$ cat src/rtl/instr_fetch.sv
// instr_fetch: picoMIPS instruction fetch unit.
// Issues one synchronous ROM read per cycle whenever the show-ahead queue
// has room for it, including the word already in flight. Each read returns
// one cycle later with its tag (the fetch address) and is queued for the
// decoder. A flush or reset discards queued and in-flight words.
// Optional feature: define IFETCH_BYPASS_EN to let a returning word drive
// the outputs directly when the queue is empty, which cuts the issue-to-valid
// latency from 2 cycles to 1.
module instr_fetch #(
    parameter int Psize = 6,
    parameter int Isize = 20,
    parameter int Depth = 2
) (
    input  logic             clk,
    input  logic             reset,
    input  logic [Psize-1:0] pc_addr,
    output logic             pc_incr,
    output logic             mem_en,
    output logic [Psize-1:0] mem_addr,
    input  logic [Isize-1:0] mem_rdata,
    input  logic             flush,
    output logic [Isize-1:0] instr,
    output logic [Psize-1:0] instr_addr,
    output logic             instr_valid,
    input  logic             instr_ready
);

    localparam int AW = $clog2(Depth);
    localparam int CW = AW + 1;

    // Return stage: vld_p1 marks an unkilled read issued last cycle,
    // tag_p1 holds the address it was issued for.
    logic             vld_p1;
    logic [Psize-1:0] tag_p1;

    // Queue state; storage is data only and is never reset.
    logic [CW-1:0]    count;
    logic [AW-1:0]    wptr;
    logic [AW-1:0]    rptr;
    logic [Isize-1:0] q_instr [Depth];
    logic [Psize-1:0] q_addr  [Depth];

    logic             byp;
    logic             pop;
    logic             push;
    logic             q_push;
    logic             q_pop;
    logic             issue;
    logic [CW-1:0]    occ;

    // Head selection: bypassed return, queue head, or zero when empty.
    always_comb begin
        byp = 1'b0;
`ifdef IFETCH_BYPASS_EN
        byp = (count == '0) && vld_p1;
`endif
        instr_valid = (count != '0) || byp;
        if (byp) begin
            instr      = mem_rdata;
            instr_addr = tag_p1;
        end else if (count != '0) begin
            instr      = q_instr[rptr];
            instr_addr = q_addr[rptr];
        end else begin
            instr      = '0;
            instr_addr = '0;
        end
    end

    // Handshake, queue push/pop and the issue decision.
    always_comb begin
        pop    = instr_valid && instr_ready;
        push   = vld_p1 && reset && !flush;
        // A bypassed word that the decoder takes right away never enters the queue.
        q_push = push && !(byp && pop);
        q_pop  = pop && (count != '0) && reset && !flush;
        // Occupancy as it will stand once the in-flight word lands and the pop retires.
        occ    = count + CW'(vld_p1) - CW'(pop);
        issue  = reset && !flush && (occ < CW'(Depth));
        mem_en   = issue;
        pc_incr  = issue;
        mem_addr = pc_addr;
    end

    // Issue -> return boundary: remember whether a read is in flight and its address.
    always_ff @(posedge clk) begin
        if (!reset) begin
            vld_p1 <= 1'b0;
            tag_p1 <= '0;
        end else begin
            vld_p1 <= issue;
            if (issue) begin
                tag_p1 <= pc_addr;
            end
        end
    end

    // Queue control: occupancy and wrapping pointers, cleared by reset or flush.
    always_ff @(posedge clk) begin
        if (!reset || flush) begin
            count <= '0;
            wptr  <= '0;
            rptr  <= '0;
        end else begin
            if (q_push) begin
                wptr <= wptr + AW'(1);
            end
            if (q_pop) begin
                rptr <= rptr + AW'(1);
            end
            count <= count + CW'(q_push) - CW'(q_pop);
        end
    end

    // Return -> queue boundary: write the returned word and its tag at the tail.
    always_ff @(posedge clk) begin
        if (q_push) begin
            q_instr[wptr] <= mem_rdata;
            q_addr[wptr]  <= tag_p1;
        end
    end

endmodule

$ cat config.mk
export PLATFORM = sky130hd
export DESIGN_NAME = instr_fetch
export DESIGN_NICKNAME = d
export VERILOG_FILES = /design/src/rtl/instr_fetch.sv
export SDC_FILE = /design/constraint.sdc
export NUM_CORES = 1
export LEC_CHECK = 0
export ABC_CLOCK_PERIOD_IN_PS = 7100
export CAP_MARGIN = 25
export CORE_MARGIN = 4
export CORE_UTILIZATION = 52
export CTS_CLUSTER_SIZE = 20
export DETAILED_ROUTE_END_ITERATION = 7
export PLACE_DENSITY = 0.84
export SLEW_MARGIN = 20
export SYNTH_ARGS = -nofsm -noshare
export SYNTH_HDL_FRONTEND = slang
export SYNTH_SLANG_ARGS = --single-unit
$ cat constraint.sdc
create_clock -name clk -period 7.1 [get_ports clk]
set_clock_uncertainty 0.15 [all_clocks]
set_input_delay 0.71 -clock clk [delete_from_list [all_inputs] [get_ports clk]]
set_output_delay 0.71 -clock clk [all_outputs]
set_load 0.05 [all_outputs]
==> results.txt <==
Setup Fix Bufs, Post-CTS: 0
clk_lat worst skew: 320 ps
crit path cell chain: clkdlybuf4s50_1 -> o21ai_0 -> inv_1 -> ha_1 -> xor2_1 -> xnor2_2 -> and2_1 -> clkdlybuf4s50_1
M1 wire length: 1850 um
gr usage total: 15.7%
Slew headroom: 47.0%
htree depth: 3
Worst Max-Slew Pin Slew: 795 ps
setup TNS: 0 ps
critical path's top delay family: buffers and inverters
num ports: 65
yosys warns: 0
Critical Path RT: 6240 ps
FFs w/ async S/R, synth: 0%
initial core utilization: 53.9%
worst hold start: tag_p1[5]
Mapped Cells: 177
Clk pwr share: 37.1%
Crit-path slowest cell: clkdlybuf4s50_1
CTS tree: yes
initial antenna violation count: 0
CP max stage delay: 890 ps
Switching Fraction: 20.6%
Cell Area, Synth: 2550 sq um
minimum period implied by the final worst setup slack: 4220 ps
DR DRC count: 0
Lkg Pwr: 1.15 nW
Initial DRT Pass Iterations: 6
CP Class: input pin to output pin
Peak VDD IR: 138 uV
arrival time at the worst endpoint: 3360 ps
unrepaired setup endpoints after global routing: no
period utilization: 59.5%
ys flop type: edfxtp_1
dpl hpwl: 3140 um
buffer depth of the longest clock path: 2
P&R area growth vs syn: 33.6%
largest net degree at the start of global routing: 27
sequential-to-total area share from yosys stat: 70.8%
Ant. Diodes: 0
final setup violation count: 0
CTS Hold Buffers Added: 0
Pins Over Slew Limit: 0
PostCTS Resize Cnt: 0
Met3 Wirelength: 226 um
Die W: 78.0 um
CP Launch Type: input pin
Avg Vias per Cell: 4.79
top layer in use: met4
Final Power: 0.747 mW
Layout Nets: 274
Post-synth EDFFs: 52
Psw: 0.154 mW
die area: 6080 sq um
die span in y: 78.0 um
drt first-iter violations: 137
combinational fraction of design power: 7.2%
Fmax: 0.237 GHz
TritonCTS buffer count: 9
max_cap viols: 0
DR WL/cell: 14.4 um
Worst Hold Class: flop to flop
area leader, netlist: edfxtp_1
global route overflow: 0
first-pass GRT wire length: 7020 um
fraction of layout cells with a size suffix above 1: 10.6%
# port buffers: 64
routed vias: 1498
Pint: 0.593 mW
count of cell types in the netlist: 21
leading cell types by total area after synthesis: edfxtp_1 (61%), mux2i_1 (10%), dfxtp_1 (9.4%)
remaining antenna violation count: 0
WP buf/inv: 3
#FFs+latches synth: 64
TritonCTS Sinks: 64
Avg Inst Size Synth: 14.4 sq um
status: finished clean
pwr/cell area: 220 nW/um^2
clock transition at the registers of the reported paths: 60 ps
Worst Path Max Fanout: 8
num rows: 25
share of the synthesized area in the top cell type: 61.3%
number of global-route vias before repair: 1492
crit path capture type: output pin
routed length on met2: 2390 um
r2r startpoint: count[1]
critical path launch point: instr_ready
Hold Fails Final Rpt: 0
RePlAce Congestion: 0.842
most frequent CP cell: clkdlybuf4s50_1
sequential share of power: 55.7%
Routed WL: 4490 um
Core Area: 4720 sq um
synthesized net count: 210
clock root buffer: clkbuf_8
-- synthesized netlist by cell type (2+ instances only) --
library cell / instances
and2_1: 3
buf_2: 3
buf_4: 7
clkbuf_1: 3
dfxtp_1: 12
edfxtp_1: 52
ha_1: 3
inv_1: 4
mux2i_1: 26
nand2_1: 7
nand3_1: 6
nor2_1: 33
nor2b_1: 2
o21ai_2: 6
xnor2_1: 2
xor2_1: 3
-- final cells by class --
class                           count  area, sq um
Clock buffer                       13          170
Clock inverter                      3         13.8
Fill cell                         321         1320
Inverter                            4         15.0
Multi-Input combinational cell     95          644
Sequential cell                    64         1800
Tap cell                           67         83.8
Timing Repair Buffer               67          671
-- routing by layer --
metal / global-route usage [%] / vias to the layer above
li1: - / 744
met1: 18.2 / 707
met2: 25.9 / 45
met3: 5.45 / 2
met4: 7.34 / 0
met5: 0 / -
-- power groups by stage --
stage | combinational, mW | sequential, mW | clock [mW]
floorplan | 0.0292 | 0.423 | 0
global placement | 0.0529 | 0.424 | 0
detailed placement | 0.0542 | 0.424 | 0
CTS | 0.0546 | 0.416 | 0.285
global route | 0.0572 | 0.416 | 0.305
finish | 0.0539 | 0.416 | 0.277
-- cell families after synthesis --
kind of cell / after synthesis / share of synthesized area, %
XOR/XNOR: 6 / 2.36
flip-flops: 64 / 70.8
AND/OR/NAND/NOR: 53 / 8.80
AO/OA/AOI/OAI: 7 / 2.26
adder cells (fa/ha/maj): 3 / 1.47
buffers and inverters: 18 / 4.13
multiplexers: 26 / 10.2
-- stage by stage --
step | area (sq um) | instances | hold WS [ps] | setup WS (ps) | util, %
after detailed placement | 3220 | 297 | 303 | 2890 | 68.1
after global placement | 3200 | 296 | 298 | 2930 | 67.8
after CTS | 3400 | 313 | 318 | 2870 | 72.0
final | 3400 | 313 | 320 | 2880 | 72.0
after global routing | 3400 | 313 | 338 | 2720 | 72.0
after floorplan | 2550 | 177 | 275 | 4100 | -
-- layout by cell type (no fill, tap or decap), types with 2 or more instances in the layout --
master and n:
nand3_1 6, nor2_2 2, xnor2_1 2, and2_1 3, xor2_1 3, dfxtp_1 11
ha_1 3, buf_4 2, nor2_1 31, inv_1 4, edfxtp_1 52, clkdlybuf4s50_1 64
nor2b_1 2, mux2i_1 26, clkbuf_1 2, clkbuf_8 10, clkinv_2 2, o21ai_2 6
nand2_1 7
-- flip-flops by register name, indices dropped and copies added (netlist names), named ones only --
name,count
q_instr,40
q_addr,12
tag_p1,6
count,2
rptr,1
vld_p1,1
wptr,1
-- path summary, 6_finish.rpt --
kind                   to  slack (ps)  cells past startpoint
max               pc_incr        2880                      8
min          q_addr[0][5]         320                      0
min reg2reg  q_addr[0][5]         320                      0
max reg2reg     tag_p1[3]        4830                      7
No activity file was read; power rests on OpenSTA's default activity.
